### src/rtl/stock_feed_pkg.sv
// Shared types for the stock feed sequencer: FSM states, buffer depth and entry layout.
// Combinational only; no backpressure of its own.
package stock_feed_pkg;

  typedef enum logic [1:0] {
    IDLE  = 2'd0,
    RUN   = 2'd1,
    DRAIN = 2'd2
  } feed_state_e;

  localparam int FEED_BUF_DEPTH  = 2;
  localparam int FEED_CNT_W      = 2;
  localparam int FEED_DATA_WIDTH = 8;

  typedef struct packed {
    logic [FEED_DATA_WIDTH-1:0] data;
    logic                       last;
  } feed_entry_t;

endpackage

### src/rtl/feed_skid_fifo.sv
// Two-entry FIFO that absorbs the ROM read latency; head is visible the cycle after push.
// Never refuses a push: the parent's issue rule keeps buffered + in-flight reads within depth.
module feed_skid_fifo
  import stock_feed_pkg::*;
#(
  parameter type entry_t = feed_entry_t
) (
  input  logic                  clk,
  input  logic                  rst,
  input  logic                  flush,
  input  logic                  push,
  input  entry_t                push_dat,
  input  logic                  pop,
  output entry_t                head,
  output logic [FEED_CNT_W-1:0] count
);

  entry_t                mem_q [FEED_BUF_DEPTH];
  entry_t                mem_d [FEED_BUF_DEPTH];
  logic                  wr_ptr_q, wr_ptr_d;
  logic                  rd_ptr_q, rd_ptr_d;
  logic [FEED_CNT_W-1:0] count_q, count_d;

  always_comb begin
    mem_d    = mem_q;
    wr_ptr_d = wr_ptr_q;
    rd_ptr_d = rd_ptr_q;
    count_d  = count_q;
    if (flush) begin
      wr_ptr_d = 1'b0;
      rd_ptr_d = 1'b0;
      count_d  = '0;
    end else begin
      if (push) begin
        mem_d[wr_ptr_q] = push_dat;
        wr_ptr_d        = ~wr_ptr_q;
      end
      if (pop) begin
        rd_ptr_d = ~rd_ptr_q;
      end
      count_d = count_q + {1'b0, push} - {1'b0, pop};
    end
  end

  always_ff @(posedge clk) begin
    if (rst) begin
      wr_ptr_q <= 1'b0;
      rd_ptr_q <= 1'b0;
      count_q  <= '0;
    end else begin
      wr_ptr_q <= wr_ptr_d;
      rd_ptr_q <= rd_ptr_d;
      count_q  <= count_d;
    end
  end

  // Storage needs no reset; emptiness is tracked by count_q alone.
  always_ff @(posedge clk) begin
    mem_q <= mem_d;
  end

  assign head  = mem_q[rd_ptr_q];
  assign count = count_q;

endmodule

### src/rtl/stock_feed_sequencer.sv
// Replays a ROM address window as a valid/ready tick stream, once or looping; first tick 2 cycles after start.
// Reads issue only while buffered + pending - pop < 2, so stalls never drop or repeat a tick.
module stock_feed_sequencer
  import stock_feed_pkg::*;
#(
  parameter int ADDRESS_WIDTH = 16,
  parameter int DATA_WIDTH    = 8
) (
  input  logic                     clk,
  input  logic                     rst,
  input  logic                     start,
  input  logic                     stop,
  input  logic                     loop_en,
  input  logic [ADDRESS_WIDTH-1:0] base_addr,
  input  logic [ADDRESS_WIDTH:0]   length,
  output logic [ADDRESS_WIDTH-1:0] rom_addr,
  input  logic [DATA_WIDTH-1:0]    rom_dout,
  output logic [DATA_WIDTH-1:0]    tick_data,
  output logic                     tick_valid,
  input  logic                     tick_ready,
  output logic                     tick_last,
  output logic                     busy,
  output logic                     done
);

  typedef struct packed {
    logic [DATA_WIDTH-1:0] data;
    logic                  last;
  } tick_entry_t;

  feed_state_e              state_q, state_d;
  logic [ADDRESS_WIDTH-1:0] rom_addr_q, rom_addr_d;
  logic [ADDRESS_WIDTH-1:0] base_q, base_d;
  logic [ADDRESS_WIDTH:0]   len_q, len_d;
  logic [ADDRESS_WIDTH:0]   idx_q, idx_d;
  logic                     loop_q, loop_d;
  logic                     rd_pending_q, rd_pending_d;
  logic                     rd_last_q, rd_last_d;
  logic                     done_q, done_d;

  tick_entry_t           push_dat, head;
  logic [FEED_CNT_W-1:0] fifo_count;
  logic                  pop, flush, issue, last_idx;

  assign tick_valid = (fifo_count != '0);
  assign pop        = tick_valid & tick_ready;
  assign push_dat   = '{data: rom_dout, last: rd_last_q};
  assign last_idx   = (idx_q == len_q - (ADDRESS_WIDTH+1)'(1));
  // A slot freed by this cycle's pop can be refilled by a read issued in the same cycle.
  assign issue      = (state_q == RUN) &&
                      (({1'b0, fifo_count} + {2'b0, rd_pending_q}) <
                       (3'(FEED_BUF_DEPTH) + {2'b0, pop}));

  always_comb begin
    state_d      = state_q;
    rom_addr_d   = rom_addr_q;
    base_d       = base_q;
    len_d        = len_q;
    idx_d        = idx_q;
    loop_d       = loop_q;
    rd_pending_d = 1'b0;
    rd_last_d    = rd_last_q;
    done_d       = 1'b0;
    flush        = 1'b0;
    case (state_q)
      IDLE: begin
        if (start && !stop) begin
          if (length == '0) begin
            done_d = 1'b1;
          end else begin
            base_d     = base_addr;
            len_d      = length;
            loop_d     = loop_en;
            rom_addr_d = base_addr;
            idx_d      = '0;
            state_d    = RUN;
          end
        end
      end
      RUN, DRAIN: begin
        if (stop) begin
          flush   = 1'b1;
          state_d = IDLE;
        end else if (state_q == RUN) begin
          if (issue) begin
            rd_pending_d = 1'b1;
            rd_last_d    = last_idx;
            rom_addr_d   = rom_addr_q + ADDRESS_WIDTH'(1);
            idx_d        = idx_q + (ADDRESS_WIDTH+1)'(1);
            if (last_idx) begin
              if (loop_q) begin
                rom_addr_d = base_q;
                idx_d      = '0;
              end else begin
                state_d = DRAIN;
              end
            end
          end
        end else if (fifo_count == '0 && !rd_pending_q) begin
          state_d = IDLE;
          done_d  = 1'b1;
        end
      end
      default: state_d = IDLE;
    endcase
  end

  always_ff @(posedge clk) begin
    if (rst) begin
      state_q      <= IDLE;
      rom_addr_q   <= '0;
      base_q       <= '0;
      len_q        <= '0;
      idx_q        <= '0;
      loop_q       <= 1'b0;
      rd_pending_q <= 1'b0;
      rd_last_q    <= 1'b0;
      done_q       <= 1'b0;
    end else begin
      state_q      <= state_d;
      rom_addr_q   <= rom_addr_d;
      base_q       <= base_d;
      len_q        <= len_d;
      idx_q        <= idx_d;
      loop_q       <= loop_d;
      rd_pending_q <= rd_pending_d;
      rd_last_q    <= rd_last_d;
      done_q       <= done_d;
    end
  end

  feed_skid_fifo #(.entry_t(tick_entry_t)) u_fifo (
    .clk      (clk),
    .rst      (rst),
    .flush    (flush),
    .push     (rd_pending_q),
    .push_dat (push_dat),
    .pop      (pop),
    .head     (head),
    .count    (fifo_count)
  );

  assign rom_addr  = rom_addr_q;
  assign tick_data = tick_valid ? head.data : '0;
  assign tick_last = tick_valid & head.last;
  assign busy      = (state_q != IDLE);
  assign done      = done_q;

endmodule

### config.mk
export PLATFORM = sky130hd
export DESIGN_NAME = stock_feed_sequencer
export DESIGN_NICKNAME = d
export VERILOG_FILES = /design/src/rtl/stock_feed_pkg.sv /design/src/rtl/feed_skid_fifo.sv /design/src/rtl/stock_feed_sequencer.sv
export SDC_FILE = /design/constraint.sdc
export NUM_CORES = 1
export LEC_CHECK = 0
export BUFFER_PORTS_ARGS = -buffer_cell sky130_fd_sc_hd__buf_2
export CAP_MARGIN = 20
export CORE_MARGIN = 1
export CORE_UTILIZATION = 52
export DETAILED_ROUTE_END_ITERATION = 10
export PLACE_DENSITY = 0.74
export SLEW_MARGIN = 10
export SYNTH_ARGS = -nofsm -noshare
export SYNTH_HDL_FRONTEND = slang
export SYNTH_SLANG_ARGS = --single-unit
### constraint.sdc
create_clock -name clk -period 4.35 [get_ports clk]
set_input_delay 0.435 -clock clk [delete_from_list [all_inputs] [get_ports clk]]
set_output_delay 0.435 -clock clk [all_outputs]
set_load 0.02 [all_outputs]
Yosys cells after proc, flatten, opt, wreduce, memory -nomap -nowiden
Cells that the tools add are included.
{ "totals": {"in_bits": 47, "out_inout_bits": 28, "ff_bits": 94, "elab_cells": 111} }
{ "op_classes": {"n_mux": 41, "n_eq_ne": 12, "addsub": 7, "magnitude_cmp": 4, "bitwise": 11, "n_reduce_logical": 20} }
{ "op_table": {"columns": ["cell", "count"], "rows": [
  ["two-way mux 17 bit", 7],
  ["two-way mux 16 bit", 7],
  ["two-way mux 9 bit", 4],
  ["case mux 17 bit (2 select lines)", 1],
  ["case mux 16 bit (2 select lines)", 1],
  ["bitwise mux 18 bit", 1],
  ["adder 17 x 1 -> 17 bit (second input constant)", 1],
  ["== test 17 bit", 1],
  ["logical NOT 17 bit", 1],
  ["subtractor 17 x 1 -> 17 bit (second input constant)", 1],
  ["adder 16 x 1 -> 16 bit (second input constant)", 1],
  ["two-way mux 2 bit", 8],
  ["!= test 4 bit (second input constant)", 4],
  ["AND reduction 6 bit", 2],
  ["!= test 2 bit (second input constant)", 5],
  ["demux 9 bit (select 1 bit)", 1],
  ["two-way mux 1 bit", 8],
  ["two-way mux 8 bit", 1],
  ["NOT 1 bit", 7],
  ["nonzero test 2 bit", 3],
  [">= comparator 2 bit (second input constant)", 2],
  ["logical AND 1 bit", 4],
  ["logical NOT 2 bit", 2],
  ["NOT 1 -> 2 bit", 2],
  ["17 further kinds", 20]
]} }

Logic depth before layout (Yosys ltp)
Gate-level depths: netlist of run 1.
{ "depth": {"depth_word": 9, "depth_mapped": 12, "ltp_nobuf": 10} }

Cells and area by module
Synthesis of run 1 repeated with hierarchy kept, for this count alone.
{ "unflattened": {"cells_unflattened": 611, "hier_area_um2": 5117.4} }
{ "modules_own_cells": {"columns": ["module", "area_per_inst_um2", "cells_each", "instances", "seq_area_each_um2"], "rows": [
  ["stock_feed_sequencer", 4271.6, 566, 1, 1441.4],
  ["feed_skid_fifo", 845.8, 45, 1, 620.6]
]} }

Least setup slack after synthesis of run 1
No wires, ideal clock.
{ "synth_timing": {"path_type": "reg2reg", "startpoint": "register len_q[0]", "endpoint": "register rom_addr_q[13], in the netlist rom_addr[13]", "n_path_buf": 1, "t_arrival_ns": 2.887, "path_slack_ns": 1.367, "synth_period_minus_slack_ns": 2.983, "required_time_ns": 4.255, "stages_incl_launch_ff": 12, "setup_ns": 0.095, "path_cell_list": "dfxtp_1 > inv_1 > ha_1 > nor3b_4 > nand4_2 > or4_1 > a211oi_2 > nand4_1 > nor4_4 > buf_6 > mux2_2 > a221oi_1"} }
{ "synth_between": {"elab_chain_cells": 7} }
{ "synth_rtl": {"columns": ["item", "line_no", "rtl"], "rows": [
  ["from (decl)", "stock_feed_sequencer.sv:34", "logic [ADDRESS_WIDTH:0] len_q, len_d;"],
  ["from (signal assigned)", "stock_feed_sequencer.sv:123", "len_q <= len_d;"],
  ["subtractor 17 x 1 -> 17 bit", "stock_feed_sequencer.sv:48", "assign last_idx = (idx_q == len_q - (ADDRESS_WIDTH+1)'(1));"],
  ["== test 17 bit", "stock_feed_sequencer.sv:48", null],
  ["two-way mux 16 bit", "stock_feed_sequencer.sv:90", "if (last_idx) begin"],
  ["two-way mux 16 bit", "stock_feed_sequencer.sv:85", "if (issue) begin"],
  ["two-way mux 16 bit", "stock_feed_sequencer.sv:84", "end else if (state_q == RUN) begin"],
  ["two-way mux 16 bit", "stock_feed_sequencer.sv:81", "if (stop) begin"],
  ["case mux 16 bit (2 select lines)", "stock_feed_sequencer.sv:65", "case (state_q)"],
  ["to (signal assigned)", "stock_feed_sequencer.sv:121", "rom_addr_q <= rom_addr_d;"],
  ["to (decl)", "stock_feed_sequencer.sv:32", "logic [ADDRESS_WIDTH-1:0] rom_addr_q, rom_addr_d;"]
]} }
Every way passes these cells. The select of a mux whose other input is x is not followed.
A chain may end at the register's enable or synchronous reset.

Final worst setup path of run 1
Same ends and word-level chain as after synthesis.

==> results of run 1 <==
==> sequential cells by signal (all words and copies together) (netlist names) <==
| signal | count |
|---|---|
| rd_last_q | 1 |
| u_fifo.count | 2 |
| state_q | 2 |
| base_q | 16 |
| loop_q | 1 |
| u_fifo.mem_q | 18 |
| u_fifo.rd_ptr_q | 1 |
| len_q | 17 |
| idx_q | 17 |
| rd_pending_q | 1 |
| done | 1 |
| rom_addr | 16 |
| u_fifo.wr_ptr_q | 1 |
==> synthesized netlist by cell type (2+ instances only) <==
cell	instances	area share
nand2_1	109	0.078
dfxtp_1	76	0.29
nor2_1	63	0.045
a21oi_1	55	0.053
clkbuf_1	25	0.018
xnor2_1	23	0.039
nand3_1	21	0.020
edfxtp_1	18	0.10
inv_1	18	0.013
a21o_1	15	0.022
xor2_1	15	0.025
a22o_1	14	0.024
ha_1	11	0.026
mux2i_1	11	0.021
or3_1	11	0.013
mux2_2	10	0.022
nor3_1	9	0.0086
a211oi_1	8	0.012
nand4_1	8	0.0096
o21ai_0	8	0.0077
nor4_1	7	0.0084
a31oi_1	6	0.0072
nand2b_1	6	0.0072
a221oi_1	4	0.0067
a311oi_2	4	0.012
and2_1	4	0.0048
and3_1	4	0.0048
nand3b_1	4	0.0058
or4_1	4	0.0058
a31o_2	3	0.0050
buf_2	3	0.0029
buf_6	3	0.0065
nand4b_1	3	0.0050
or2_2	3	0.0036
a311oi_1	2	0.0034
buf_4	2	0.0029
==> worst max path at each step <==
stage / slack, ns / from / to
2_1_floorplan: 1.37 / len_q[0] / rom_addr[13]
5_1_grt: 0.79 / len_q[0] / rom_addr[13]
3_5_place_dp: 1.09 / len_q[0] / rom_addr[9]
3_3_place_gp: 1.22 / len_q[0] / rom_addr[9]
4_1_cts: 1.06 / len_q[0] / rom_addr[9]
6_report: 1.03 / len_q[0] / rom_addr[13]
==> stage by stage <==
step	setup slack (ns)	util	std cells
2_1_floorplan	1.37	-	614
4_1_cts	1.06	0.600	810
3_3_place_gp	1.22	0.580	794
6_report	1.03	0.600	810
3_5_place_dp	1.09	0.580	794
5_1_grt	0.788	0.600	810
==> power groups by stage <==
stage	Clock (uW)	Sequential [uW]	Combinational [uW]
after global routing	626	986	485
after floorplan	0	994	307
after global placement	0	996	419
after CTS	596	979	437
final	588	980	436
after detailed placement	0	999	435
==> area by class of cell <==
cell class,count,area [um2]
Clock inverter,7,73.8
Timing Repair Buffer,80,415
Clock buffer,9,124
Inverter,18,67.6
Tap cell,133,166
Sequential cell,94,2060
Fill cell,938,3890
Multi-Input combinational cell,469,2930
==> cell families (layout without fill, tap and decap cells) <==
group / after synthesis / after routing
AND/OR/NAND/NOR: 268 / 268
AO/OA/AOI/OAI: 131 / 131
flip-flops: 94 / 94
buffers and inverters: 51 / 114
XOR/XNOR: 38 / 38
multiplexers: 21 / 21
adder cells (fa/ha/maj): 11 / 11
==> layout by cell type, fill, tap and decap left out, drive strengths merged, types with 14 or more instances in the layout <==
master	instances
nand2	109
nand3	21
buf	80
nor2	63
edfxtp	18
a22o	14
dfxtp	76
xnor2	23
a21o	15
xor2	15
inv	22
a21oi	55
==> worst max-delay path, cell delays in order (launching register included) <==
cell	delay, ns
dfxtp_1	0.39
inv_1	0.08
ha_1	0.28
nor3b_4	0.33
nand4_2	0.18
or4_1	0.44
a211oi_2	0.25
nand4_1	0.17
nor4_4	0.16
buf_4	0.31
mux2_2	0.37
a221oi_1	0.24
==> layer usage <==
layer / share of wire / GRT usage
met2: 0.46 / 0.398
met1: 0.46 / 0.324
met5: 0 / 0
met3: 0.056 / 0.0376
met4: 0.024 / 0.100
==> impl_metrics.tcl, run 1 <==
set metrics [dict create \
    powerDensity_mw_per_mm2 343 \
    power_frac_seq 0.489 \
    crit_path_start_kind "flip-flop" \
    synth_seq_cells 94 \
    critPathMaxFanout 24 \
    fin_crit_sh 0.763 \
    synth-async-reset-ratio 0 \
    synth_xor_area_frac 0.0638 \
    holdPathEnd "u_fifo.mem_q[11]" \
    portBuffers 74 \
    num_rows 36 \
    yosys_warnings 0 \
    viasPerCell 5.75 \
    synth_edf_count 18 \
    synth_ff_type "dfxtp_1" \
    antenna_found_initial 0 \
    syn-num-nets 672 \
    synth_top_family_by_area "simple AND/OR/NAND/NOR gates" \
    die_y_um 102 \
    p_switching_uw 681 \
    skew_ns 0.0186 \
    drt-initial-drc-count 234 \
    period_minus_slack_ns 3.32 \
    antenna_cells 0 \
    placed_cell_area_mm2 0.00564 \
    cts.clk_slew.worst_paths_ns 0.11 \
    cts_tree "done" \
    cts_sinks 94 \
    cts_hold_buf 0 \
    core-area_mm2 0.00973 \
    drt_first_pass_iters 5 \
    internal_power_uw 1320 \
    ir_drop_uv 239 \
    critical_path.endpoint_type "flip-flop" \
    cts.repair.resized 0 \
    hpwl_um 8850 \
    synth-compound-area-share 0.177 \
    wl_per_cell_um 15.5 \
    r2r_slack_ns 1.03 \
    syn2layout_area_growth_pct 12.0 \
    worstMarginPinSlew_ns 1.04 \
    clkPwrFrac 0.293 \
    syn-cell-area_mm2 0.00521 \
    ys_seq_area_frac 0.395 \
    grt_pass1_wl_um 20100 \
    finalPower_uw 2000 \
    status "finished, final reports clean" \
    reg2reg_depth 11 \
    grt_max_degree 60 \
    leakagePower_uw 0.00227 \
    drtAntennaViolNets 0 \
    dieArea_mm2 0.0104 \
    hold_class "input pin to flip-flop" \
    switching_share 0.340 \
    start_util 0.536 \
    rsz0062_at_grt "no" \
    holdWs_ns 0.249 \
    critPathRequiredTime_ns 4.62 \
    hp-start "rom_dout[1]" \
    synth_cell_types 60 \
    comb_power_share 0.217 \
    r2r_start "len_q[0]" \
    setup_viol 0 \
    muxShareOfSynthArea 0.0427 \
    finalHoldViolations 0 \
    slew_viol_final 0 \
    cts-htree-levels 3 \
    grt_use_total 0.244 \
    ctsLongestPathBuffers 2 \
    numCtsBuffers 9 \
    synthSimpleGateAreaFrac 0.251 \
    drive_gt1_frac 0.191 \
    grt_pass1_vias 4284 \
    cts-root-buf "clkbuf_8" \
    overflow 0 \
    arrival_ns 3.59 \
    critPathKind "flip-flop to flip-flop" \
    slew_headroom 0.304 \
    clk_latency_ns 0.37 \
    pin_count 75 \
    finalWeightedCongestion 0.892 \
    die_w_um 102 \
    drv_cap 0 \
    synth_adder_area_share 0.0264 \
    r2r_end "rom_addr[13]" \
    drcViolationCount 0 \
    setup_tns_ns 0 \
    syn_avg_cell_area_um2 8.49 \
    final_area_mm2 0.00584 \
    vias 4654 \
    max_freq_ghz 0.301 \
    syn_inst 614 \
    fin_nets 730 \
    post_cts_buffers 0 \
    hold_depth 1 \
    routed_wl_um 12500 \
]
No activity file was read; power rests on OpenSTA's default activity.
==> run 2: changes to the inputs <==
==> constraint.sdc (replaced) <==
create_clock -name clk -period 3.2 [get_ports clk]
set_input_delay 0.32 -clock clk [delete_from_list [all_inputs] [get_ports clk]]
set_output_delay 0.32 -clock clk [all_outputs]
set_load 0.02 [all_outputs]
==> run 2 against run 1 <==
Total power up 35%. Clock power increased by 33%. Clock skew shrank 0.0032 ns. Sequential power is 36% higher. Worst setup slack lost 0.79 ns. Register-to-register slack worse by 0.79 ns. Sequential share of layout area decreased by 0.41 points. Cell count up 1.1%. Critical endpoint is now rom_addr[9]. Largest power group unchanged.
==> impl_metrics.tcl, run 2 (same netlist as run 1, synthesis figures left out) <==
set metrics [dict create \
    ctsLongestPathBuffers 2 \
    layout_commonest_cell "nand2_1" \
    placed_cells 802 \
    routed_wl_um 12100 \
    slew_viol_final 0 \
    critPathKind "flip-flop to flip-flop" \
    crit_path_start_kind "flip-flop" \
    layout_common_cells "nand2_1, dfxtp_1, buf_2" \
    cts_sinks 94 \
    die_w_um 102 \
    dieArea_mm2 0.0104 \
    cts_hold_buf 0 \
    drv_cap 0 \
    largest_reg_flops 18 \
    core-area_mm2 0.00973 \
    fin_nets 739 \
    setup_viol 0 \
    period_minus_slack_ns 2.96 \
    vias 4607 \
    viasPerCell 5.63 \
    hpwl_um 8640 \
    multiInputGateArea_mm2 0.00293 \
    clk_latency_ns 0.37 \
    reg2reg_depth 11 \
    ir_drop_uv 270 \
    die_y_um 102 \
    cts-htree-levels 3 \
    leakagePower_uw 0.00230 \
    r2r_slack_ns 0.24 \
    setup_tns_ns 0 \
    top_regs "u_fifo.mem_q (18), idx_q (17), len_q (17)" \
    drive_gt1_frac 0.198 \
    r2r_end "rom_addr[9]" \
    holdPathEnd "u_fifo.mem_q[8]" \
    drt_first_pass_iters 5 \
    grt_max_degree 41 \
    cts_tree "done" \
    fin_crit_sh 0.924 \
    nFillCells 883 \
    pin_count 75 \
    stdcell_count 819 \
    critPathMaxFanout 24 \
    hold_depth 1 \
    status "finished, final reports clean" \
    grt_pass1_wl_um 19700 \
    powerDensity_mw_per_mm2 458 \
    numCtsBuffers 9 \
    portBuffers 74 \
    start_util 0.536 \
    skew_ns 0.0154 \
    finalHoldViolations 0 \
    wl_per_cell_um 14.7 \
    rsz0062_at_grt "no" \
    worstMarginPinSlew_ns 0.789 \
    cts.clk_slew.worst_paths_ns 0.09 \
    top_register "u_fifo.mem_q" \
    critical_path.endpoint_type "flip-flop" \
    num_rows 36 \
    r2r_start "len_q[0]" \
    grt_use_total 0.244 \
    hp-start "rom_dout[7]" \
    antenna_cells 0 \
    max_freq_ghz 0.338 \
    drcViolationCount 0 \
    finalWeightedCongestion 0.899 \
    antenna_found_initial 0 \
    grt_pass1_vias 4179 \
    slew_headroom 0.472 \
    drt-initial-drc-count 242 \
    critPathRequiredTime_ns 3.47 \
    hold_class "input pin to flip-flop" \
    overflow 0 \
    cts-root-buf "clkbuf_8" \
    arrival_ns 3.23 \
    syn2layout_area_growth_pct 13.4 \
    seqCellArea_mm2 0.00206 \
    drtAntennaViolNets 0 \
]
-- run 2: changes by cell type in the layout (fill, tap and decap cells not counted), moves of 2 or more --
cell and delta:
clkbuf_1 +2, clkinvlp_4 +2, buf_4 +8, clkinv_4 -2, inv_8 -2
-- run 2: how the worst max path moves through the flow --
stage                   from            to  cells after the start
global route        len_q[0]  rom_addr[13]                     11
finish              len_q[0]   rom_addr[9]                     11
detailed placement  len_q[0]  rom_addr[13]                     11
global placement    len_q[0]  rom_addr[13]                     11
CTS                 len_q[0]   rom_addr[9]                     11
floorplan           len_q[0]  rom_addr[13]                     11
-- run 2: layer usage --
metal | global-route usage | wire length, um | part of all wire
met1 | 0.335 | 5660 | 0.47
met2 | 0.388 | 5570 | 0.46
met3 | 0.0294 | 585 | 0.048
met4 | 0.107 | 259 | 0.021
met5 | 0 | 0 | 0
-- run 2: area by class of cell --
class	count	area share
Clock buffer	11	0.0222
Clock inverter	5	0.00973
Inverter	18	0.0114
Multi-Input combinational cell	469	0.496
Sequential cell	94	0.349
Tap cell	133	0.0281
Timing Repair Buffer	89	0.0838
-- run 2: repair_timing --
item	4_1_cts	5_1_grt
setup buffers	0	1
resized for setup	0	1
setup endpoints to repair	0	8
-- run 2: stage by stage --
step / util / setup slack, ns / instance area (um2) / power [uW] / hold slack (ns)
final: 0.608 / 0.245 / 5910 / 2710 / 0.136
after global routing: 0.608 / 0.0246 / 5910 / 2840 / 0.124
after CTS: 0.607 / 0.182 / 5900 / 2720 / 0.123
after detailed placement: 0.587 / 0.204 / 5720 / 1950 / 0.451
after global placement: 0.587 / 0.276 / 5720 / 1930 / 0.441
after floorplan: - / 0.217 / 5210 / 1770 / 0.419
-- run 2: power by group --
group / switching (uW) / internal, uW
Sequential: 72.7 / 1260
Clock: 417 / 362
Combinational: 357 / 240
-- run 2: worst max-delay path: stages (launching register included) --
cell,delay (ns)
dfxtp_2,0.36
inv_1,0.06
ha_1,0.15
nor3b_4,0.30
nand4_2,0.14
or4_1,0.44
a211oi_2,0.25
nand4_1,0.16
nor4_4,0.22
buf_12,0.21
mux2_2,0.34
a221oi_1,0.22
